### src/rtl/card_dealer.sv
// card_dealer: turns the LFSR nibble stream into a four-card hand for the 24 game.
// Out-of-range nibbles are rejected and redrawn; after MAX_TRIES rejections on one
// card a deterministic fallback value is used instead.
// Optional feature macro: DEALER_NO_REPEAT_EN (reject duplicates within a hand).
module card_dealer #(
  parameter int unsigned MAX_CARD  = 13,
  parameter int unsigned MAX_TRIES = 8
) (
  input  logic       i_clk,
  input  logic       i_rst,
  input  logic       i_deal,
  input  logic [3:0] i_rand_in,
  input  logic       i_rand_valid,
  output logic       o_rand_req,
  output logic [3:0] o_card0,
  output logic [3:0] o_card1,
  output logic [3:0] o_card2,
  output logic [3:0] o_card3,
  output logic       o_busy,
  output logic       o_dealt,
  output logic [7:0] o_reject_cnt
);

  localparam int unsigned NUM_CARDS = 4;
  localparam int unsigned CARD_W    = 4;
  localparam int unsigned IDX_W     = 2;
  localparam int unsigned CNT_W     = 8;

  localparam logic [CARD_W-1:0] LP_MAX_CARD  = CARD_W'(MAX_CARD);
  localparam logic [CARD_W-1:0] LP_MAX_TRIES = CARD_W'(MAX_TRIES);
  localparam logic [CNT_W-1:0]  LP_CNT_MAX   = {CNT_W{1'b1}};

  typedef enum logic [1:0] {
    S_IDLE = 2'd0,
    S_DRAW = 2'd1,
    S_DONE = 2'd2
  } state_t;

  state_t              r_state;
  logic [IDX_W-1:0]    r_idx;
  logic [CARD_W-1:0]   r_tries;
  logic [CARD_W-1:0]   r_cards [NUM_CARDS];
  logic [CNT_W-1:0]    r_reject_cnt;
  logic                r_rand_req;
  logic                r_busy;
  logic                r_dealt;

  logic                w_in_range;
  logic                w_dup;
  logic                w_reject;
  logic [CARD_W-1:0]   w_tries_inc;
  logic                w_fallback;
  logic [CARD_W-1:0]   w_fb_val;
  logic                w_write;
  logic [CARD_W-1:0]   w_wval;

  // Legal card window: 1..MAX_CARD, 4-bit unsigned compare.
  assign w_in_range = (i_rand_in != 4'd0) && (i_rand_in <= LP_MAX_CARD);

`ifdef DEALER_NO_REPEAT_EN
  // Flag a sample matching any card already dealt in this hand.
  always_comb begin
    w_dup = 1'b0;
    for (int i = 0; i < NUM_CARDS; i++) begin
      if ((IDX_W'(i) < r_idx) && (r_cards[i] == i_rand_in)) begin
        w_dup = 1'b1;
      end
    end
  end
`else
  assign w_dup = 1'b0;
`endif

  assign w_reject    = !w_in_range || w_dup;
  assign w_tries_inc = r_tries + 4'd1;
  assign w_fallback  = w_reject && (w_tries_inc == LP_MAX_TRIES);
  // Fallback folds the high nibble back into range; zero (or a duplicate) maps to 1.
  assign w_fb_val    = (i_rand_in > LP_MAX_CARD) ? (i_rand_in - LP_MAX_CARD) : 4'd1;
  assign w_write     = !w_reject || w_fallback;
  assign w_wval      = w_reject ? w_fb_val : i_rand_in;

  // Dealer FSM, card registers, retry tracking and reject statistics.
  always_ff @(posedge i_clk) begin
    if (!i_rst) begin
      r_state      <= S_IDLE;
      r_idx        <= '0;
      r_tries      <= '0;
      r_reject_cnt <= '0;
      r_rand_req   <= 1'b0;
      r_busy       <= 1'b0;
      r_dealt      <= 1'b0;
      for (int i = 0; i < NUM_CARDS; i++) begin
        r_cards[i] <= '0;
      end
    end else begin
      case (r_state)
        S_IDLE: begin
          r_dealt <= 1'b0;
          if (i_deal) begin
            r_state    <= S_DRAW;
            r_idx      <= '0;
            r_tries    <= '0;
            r_rand_req <= 1'b1;
            r_busy     <= 1'b1;
            for (int i = 0; i < NUM_CARDS; i++) begin
              r_cards[i] <= '0;
            end
          end
        end
        S_DRAW: begin
          if (i_rand_valid) begin
            if (w_reject && (r_reject_cnt != LP_CNT_MAX)) begin
              r_reject_cnt <= r_reject_cnt + 8'd1;
            end
            if (w_write) begin
              r_cards[r_idx] <= w_wval;
              r_tries        <= '0;
              if (r_idx == IDX_W'(NUM_CARDS - 1)) begin
                r_state    <= S_DONE;
                r_rand_req <= 1'b0;
                r_dealt    <= 1'b1;
              end else begin
                r_idx <= r_idx + 2'd1;
              end
            end else begin
              r_tries <= w_tries_inc;
            end
          end
        end
        S_DONE: begin
          r_state <= S_IDLE;
          r_dealt <= 1'b0;
          r_busy  <= 1'b0;
        end
        default: begin
          r_state    <= S_IDLE;
          r_rand_req <= 1'b0;
          r_busy     <= 1'b0;
          r_dealt    <= 1'b0;
        end
      endcase
    end
  end

  assign o_rand_req   = r_rand_req;
  assign o_busy       = r_busy;
  assign o_dealt      = r_dealt;
  assign o_reject_cnt = r_reject_cnt;
  assign o_card0      = r_cards[0];
  assign o_card1      = r_cards[1];
  assign o_card2      = r_cards[2];
  assign o_card3      = r_cards[3];

endmodule

### config.mk
export PLATFORM = sky130hd
export DESIGN_NAME = card_dealer
export DESIGN_NICKNAME = d
export VERILOG_FILES = /design/src/rtl/card_dealer.sv
export SDC_FILE = /design/constraint.sdc
export NUM_CORES = 1
export LEC_CHECK = 0
export CAP_MARGIN = 20
export CORE_MARGIN = 2
export CORE_UTILIZATION = 41
export CTS_CLUSTER_SIZE = 25
export DETAILED_ROUTE_END_ITERATION = 7
export PLACE_DENSITY = 0.66
export SLEW_MARGIN = 5
export SYNTH_ARGS = -nofsm -noshare
export SYNTH_HDL_FRONTEND = slang
export SYNTH_SLANG_ARGS = --single-unit
export TNS_END_PERCENT = 30
### constraint.sdc
create_clock -name i_clk -period 5 [get_ports i_clk]
set_clock_uncertainty 0.15 [all_clocks]
set_input_delay 0.75 -clock i_clk [delete_from_list [all_inputs] [get_ports i_clk]]
set_output_delay 0.75 -clock i_clk [all_outputs]
set_load 0.02 [all_outputs]
==> impl_metrics.env, run 1 <==
export IMPL_tritoncts="built"
export IMPL_synth_cell_types=40
export IMPL_drive_above_1_share_pct=5.05
export IMPL_grt_pass1_wl_um=6470
export IMPL_critPathRequiredTime_ps=4860
export IMPL_tns_ps=0
export IMPL_firstDrtPassIters=4
export IMPL_crit_buf_inv=2
export IMPL_synth_edf_count=16
export IMPL_hp_class="reg -> reg"
export IMPL_core_area_um2=4060
export IMPL_synth_top_family_by_area="simple AND/OR/NAND/NOR gates"
export IMPL_synth_compound_area_share_pct=10.5
export IMPL_grt_pass1_vias=1443
export IMPL_slew_viol_final=0
export IMPL_avgSynthCellArea_um2=9.77
export IMPL_synth_simple_gate_area_share_pct=27.4
export IMPL_ctsResizeCount=0
export IMPL_end_kind="flip-flop"
export IMPL_timing_rr_start="r_tries[0]"
export IMPL_power_density_nw_per_um2=263
export IMPL_setup_viol=0
export IMPL_cts_htree_levels=2
export IMPL_finalNetCount=234
export IMPL_dp_cells=260
export IMPL_cpPeakStageDelay_ps=530
export IMPL_cts_setup_buffers=0
export IMPL_ys_seq_area_share_pct=48.9
export IMPL_fin_ws_ps=1880
export IMPL_slowest_stage="clkdlybuf4s50_1"
export IMPL_critPathMaxFanout=10
export IMPL_wire_per_inst_um=13.9
export IMPL_cts_sinks=35
export IMPL_crit_path_start="i_rand_in[0]"
export IMPL_die_h_um=69.5
export IMPL_synth_seq_cells=35
export IMPL_synth_most_common_cell="nor2_1"
export IMPL_synth_ff_type="dfxtp_1"
export IMPL_ioPinCount=35
export IMPL_vias=1443
export IMPL_synthTopCellsByArea="edfxtp_1, dfxtp_1, ha_1"
export IMPL_yosys_area_share_xor_xnor_pct=3.49
export IMPL_layout_min_cycle_time_ps=3120
export IMPL_p_leak_nw=0.878
export IMPL_status="complete, no violations"
export IMPL_relSlewSlack_pct=57.0
export IMPL_drtAntennaViolNets=0
export IMPL_initialDrtViolationCount=87
export IMPL_gp_congestion=0.761
export IMPL_cts_buffer_depth=2
export IMPL_synthAdderAreaFrac_pct=6.40
export IMPL_io_buffer_count=34
export IMPL_synth_area_um2=1760
export IMPL_grt_setup_unrepaired="no"
export IMPL_syn2layout_area_growth_pct=26.2
export IMPL_crit_arrival_ps=2980
export IMPL_synthCells=180
export IMPL_fmax_mhz=320
export IMPL_clkTransAtPathRegs_ps=60
export IMPL_grt_overflow=0
export IMPL_maxCapViolations=0
export IMPL_pre_cts_ws_ps=1600
export IMPL_start_util_pct=43.4
export IMPL_routed_via_density=5.38
export IMPL_hold_buffers=0
export IMPL_drc=0
export IMPL_yosysWarnings=0
export IMPL_clk_latency_ps=290
export IMPL_hold_start="o_busy"
export IMPL_crit_type="in -> reg"
export IMPL_tightest_slew_ps=643
export IMPL_finish_utilization_pct=54.7
export IMPL_crit_path_cell_trace="clkdlybuf4s50_1 > inv_1 > ha_1 > and4bb_1 > nor2_1 > a311o_1 > nand4_1 > nand2_1"
export IMPL_netlist_top_cells_count="nor2_1, nand2_1, dfxtp_1"
export IMPL_cpLargestDelayFamily="simple AND/OR/NAND/NOR gates"
export IMPL_grt_max_degree=22
export IMPL_cts_buffers=5
export IMPL_period_share_pct=62.4
export IMPL_hold_viol_final=0
export IMPL_die_w_um=69.5
export IMPL_rows=23
export IMPL_dp_hpwl_um=2820
export IMPL_postSynth_asyncResetShare_pct=0
export IMPL_start_kind="input port"
export IMPL_netlist_area_leader_share_pct=27.3
export IMPL_dieArea_um2=4830
export IMPL_fin_cells=268
export IMPL_synth_area_mux_share_pct=0.569
export IMPL_antenna_found_initial=0
export IMPL_synth_nets=197
export IMPL_hold_worst_slack_ps=299
export IMPL_grt_use_total_pct=17.0
export IMPL_ir_worst_vdd_v=0.000110
export IMPL_synth_top_area_cell="edfxtp_1"
export IMPL_diodes=0
export IMPL_cts_root_buf="clkbuf_8"
export IMPL_drt_wl_total_um=3720
cell usage in the layout (no fill, tap or decap), types with 2 or more instances in the layout:
cell / netlist / routed
a21boi_1: 2 / 2
edfxtp_1: 16 / 16
nor4_1: 3 / 3
nor3b_1: 2 / 2
clkdlybuf4s50_1: 0 / 34
nand3_1: 6 / 6
nand4_1: 9 / 9
nand2_1: 20 / 20
inv_1: 7 / 7
dfxtp_1: 19 / 19
clkbuf_1: 2 / 2
a311o_1: 3 / 3
xor2_1: 7 / 7
o221ai_1: 2 / 2
nor2_1: 28 / 28
o21ai_0: 5 / 5
nor3_1: 2 / 2
nand2b_1: 3 / 3
clkbuf_8: 0 / 5
nor2b_1: 3 / 3
and2_1: 10 / 10
a21oi_1: 2 / 2
ha_1: 9 / 9
a21boi_0: 2 / 2
state kept, by name, indices dropped and copies added (netlist names):
| signal | flops |
|---|---|
| o_dealt | 1 |
| r_idx | 2 |
| o_rand_req | 1 |
| o_busy | 1 |
| o_reject_cnt | 8 |
| r_cards | 16 |
| r_tries | 4 |
| r_state | 2 |
power by group:
| part | internal [W] | total [W] | switching [W] |
|---|---|---|---|
| clock | 0.0000976 | 0.000195 | 0.0000972 |
| sequential | 0.000310 | 0.000314 | 0.00000467 |
| combinational | 0.0000314 | 0.0000757 | 0.0000443 |
| total | 0.000439 | 0.000585 | 0.000146 |
cells by family after synthesis:
kind of cell	after synthesis
flip-flops	35
XOR/XNOR	7
AND/OR/NAND/NOR	93
AO/OA/AOI/OAI	24
buffers and inverters	11
multiplexers	1
adder cells (fa/ha/maj)	9
worst register-to-register path: stages, from the launching register on:
cell and delay, ps:
dfxtp_1 360, ha_1 280, or2_2 290, o21ai_0 100, a311o_1 460, nand4_1 330
nand2_1 270
worst paths after layout:
path              slack [ps]             to  cells after the start
setup / recovery        1880  r_cards[3][2]                      8
hold / removal           300         o_busy                      2
setup reg to reg        2460  r_cards[3][3]                      6
hold reg to reg          300         o_busy                      2
final cells by class:
type / instances / area, um^2
Clock inverter: 1 / 5.00
Fill cell: 354 / 1840
Sequential cell: 35 / 861
Tap cell: 50 / 62.6
Inverter: 7 / 26.3
Multi-Input combinational cell: 134 / 850
Timing Repair Buffer: 34 / 340
Clock buffer: 7 / 76.3
stage by stage:
| stage | total power (W) | area (um^2) |
|---|---|---|
| global placement | 0.000394 | 2140 |
| finish | 0.000585 | 2220 |
| CTS | 0.000592 | 2220 |
| detailed placement | 0.000396 | 2140 |
| floorplan | 0.000363 | 1760 |
| global route | 0.000613 | 2220 |
routing by layer:
metal  vias to the layer above  part of all wire (%)  GRT usage, %
met5                         -                     0             0
met4                         0                   2.5          8.50
met3                        11                   4.7          5.09
met2                        40                    53          30.6
met1                       676                    40          17.8
li1                        716                     -             -
Power figures use the tool's default switching activity.
==> run 2, diff against run 1 <==
--- a/config.mk
+++ b/config.mk
@@ -10,7 +10,7 @@
 export CORE_UTILIZATION = 41
 export CTS_CLUSTER_SIZE = 25
 export DETAILED_ROUTE_END_ITERATION = 7
-export PLACE_DENSITY = 0.66
+export PLACE_DENSITY = 0.68
 export SLEW_MARGIN = 5
 export SYNTH_ARGS = -nofsm -noshare
 export SYNTH_HDL_FRONTEND = slang
==> constraint.sdc (replaced) <==
create_clock -name i_clk -period 2.8 [get_ports i_clk]
set_clock_uncertainty 0.15 [all_clocks]
set_input_delay 0.42 -clock i_clk [delete_from_list [all_inputs] [get_ports i_clk]]
set_output_delay 0.42 -clock i_clk [all_outputs]
set_load 0.02 [all_outputs]
==> run 2 against run 1 <==
Flip-flop and latch count is the same. First-iteration DRC count increased by 2.3%. Die area did not move. Final cell count grew 4.9%. Global-route usage shrank 1.3 points. Combinational power up 86%. Clock power is 130% higher. Critical endpoint is now o_reject_cnt[4].
==> impl_metrics.env, run 2 (same netlist as run 1, synthesis figures left out) <==
export IMPL_status="complete, no violations"
export IMPL_grt_use_total_pct=15.7
export IMPL_fmax_mhz=396
export IMPL_ir_worst_vdd_v=0.000207
export IMPL_largest_register_ffs=16
export IMPL_seqPwrFrac_pct=48.5
export IMPL_maxCapViolations=0
export IMPL_antenna_found_initial=0
export IMPL_cts_root_buf="clkbuf_8"
export IMPL_p_clk_share_pct=39.3
export IMPL_drt_wl_total_um=3460
export IMPL_grt_max_degree=21
export IMPL_final_common_cell="clkdlybuf4s50_1"
export IMPL_crit_path_cell_trace="clkdlybuf4s50_1 > inv_1 > ha_1 > and4bb_1 > buf_4 > o211ai_2 > nor4b_1 > xor2_1 > and2_1"
export IMPL_initialDrtViolationCount=89
export IMPL_ioPinCount=35
export IMPL_ctsResizeCount=0
export IMPL_crit_buf_inv=3
export IMPL_crit_type="in -> reg"
export IMPL_tightest_slew_ps=546
export IMPL_largest_register="r_cards"
export IMPL_start_util_pct=43.4
export IMPL_cts_setup_buffers=0
export IMPL_core_area_um2=4060
export IMPL_relSlewSlack_pct=63.6
export IMPL_critPathRequiredTime_ps=2840
export IMPL_crit_path_start="i_rand_in[0]"
export IMPL_critPathMaxFanout=6
export IMPL_gp_congestion=0.810
export IMPL_cpPeakStageDelay_ps=510
export IMPL_rows=23
export IMPL_grt_pass1_vias=1340
export IMPL_crit_arrival_ps=2560
export IMPL_p_leak_nw=0.955
export IMPL_end_kind="flip-flop"
export IMPL_hold_viol_final=0
export IMPL_dp_hpwl_um=2480
export IMPL_finish_utilization_pct=57.9
export IMPL_cts_sinks=35
export IMPL_hp_class="reg -> reg"
export IMPL_internal_power_w=0.000881
export IMPL_vias=1435
export IMPL_fin_ws_ps=275
export IMPL_die_w_um=69.5
export IMPL_setup_viol=0
export IMPL_cts_htree_levels=2
export IMPL_timing_rr_start="r_tries[0]"
export IMPL_layout_min_cycle_time_ps=2520
export IMPL_grt_setup_unrepaired="no"
export IMPL_drc=0
export IMPL_start_kind="input port"
export IMPL_routed_via_density=5.11
export IMPL_firstDrtPassIters=4
export IMPL_finalNetCount=247
export IMPL_fillers=365
export IMPL_cts_buffer_depth=2
export IMPL_dieArea_um2=4830
export IMPL_grt_overflow=0
export IMPL_tritoncts="built"
export IMPL_syn2layout_area_growth_pct=33.6
export IMPL_drtAntennaViolNets=0
export IMPL_die_h_um=69.5
export IMPL_slowest_stage="clkdlybuf4s50_1"
export IMPL_clkTransAtPathRegs_ps=80
export IMPL_cpLargestDelayFamily="simple AND/OR/NAND/NOR gates"
export IMPL_slew_viol_final=0
export IMPL_mostFrequentLayoutCells="clkdlybuf4s50_1, nor2_1, nand2_1"
export IMPL_drive_above_1_share_pct=11.3
export IMPL_p_switching_w=0.000275
export IMPL_power_density_nw_per_um2=492
export IMPL_clk_latency_ps=290
export IMPL_hold_buffers=0
export IMPL_diodes=0
export IMPL_pwr_share_comb_pct=12.2
export IMPL_cts_buffers=5
export IMPL_switching_share_pct=23.8
export IMPL_grt_pass1_wl_um=6090
export IMPL_hold_start="o_dealt"
export IMPL_wire_per_inst_um=12.3
export IMPL_period_share_pct=90.2
export IMPL_pre_cts_ws_ps=-30.2
export IMPL_io_buffer_count=34
-- run 2: cell types whose count changed in the layout (fill, tap and decap cells not counted) --
cell       change
buf_4         +13
clkbuf_1       -2
bufinv_16      +1
clkinv_4       +1
-- run 2: worst paths after layout --
kind / end / slack (ps) / depth (start not counted)
worst max-delay path: o_reject_cnt[4] / 280 / 9
worst min-delay path: o_dealt / 300 / 2
worst max register to register: r_cards[3][2] / 560 / 6
worst min register to register: o_dealt / 300 / 2
-- run 2: layout make-up --
type,count,area (um^2),area share (%)
clock buffer,5,68.8,2.93
multi-input combinational,134,850,36.2
sequential,35,861,36.6
clock inverter,3,43.8,1.86
inverter,7,26.3,1.12
timing repair buffer,47,438,18.6
tap,50,62.6,2.66
-- run 2: power by group through the flow --
| stage | sequential (W) | combinational (W) | clock (W) |
|---|---|---|---|
| 2_1_floorplan | 0.000594 | 0.0000547 | 0 |
| 3_3_place_gp | 0.000572 | 0.000141 | 0 |
| 3_5_place_dp | 0.000572 | 0.000142 | 0 |
| 4_1_cts | 0.000561 | 0.000143 | 0.000470 |
| 5_1_grt | 0.000563 | 0.000155 | 0.000488 |
| 6_report | 0.000560 | 0.000141 | 0.000455 |
-- run 2: layer usage --
metal | global-route usage [%] | vias up | part of all wire [%]
li1 | - | 747 | -
met1 | 18.8 | 651 | 46
met2 | 26.6 | 31 | 48
met3 | 4.65 | 6 | 4.9
met4 | 5.88 | 0 | 1.6
met5 | 0 | - | 0
-- run 2: worst reg2reg max path, stage by stage, from the launching register on --
cell and delay [ps]:
dfxtp_1 350, ha_1 280, or2_2 280, o21ai_0 110, a311o_1 390, nand4_1 170, nand2_1 210
-- run 2: per-stage QoR --
step,setup TNS [ps],instances,instance area [um^2],hold slack (ps),power (W)
CTS,0,281,2350,308,0.00117
global placement,-10.0,273,2240,290,0.000713
detailed placement,-30.2,273,2240,295,0.000714
floorplan,0,180,1760,346,0.000648
global route,0,281,2350,324,0.00121
finish,0,281,2350,299,0.00116
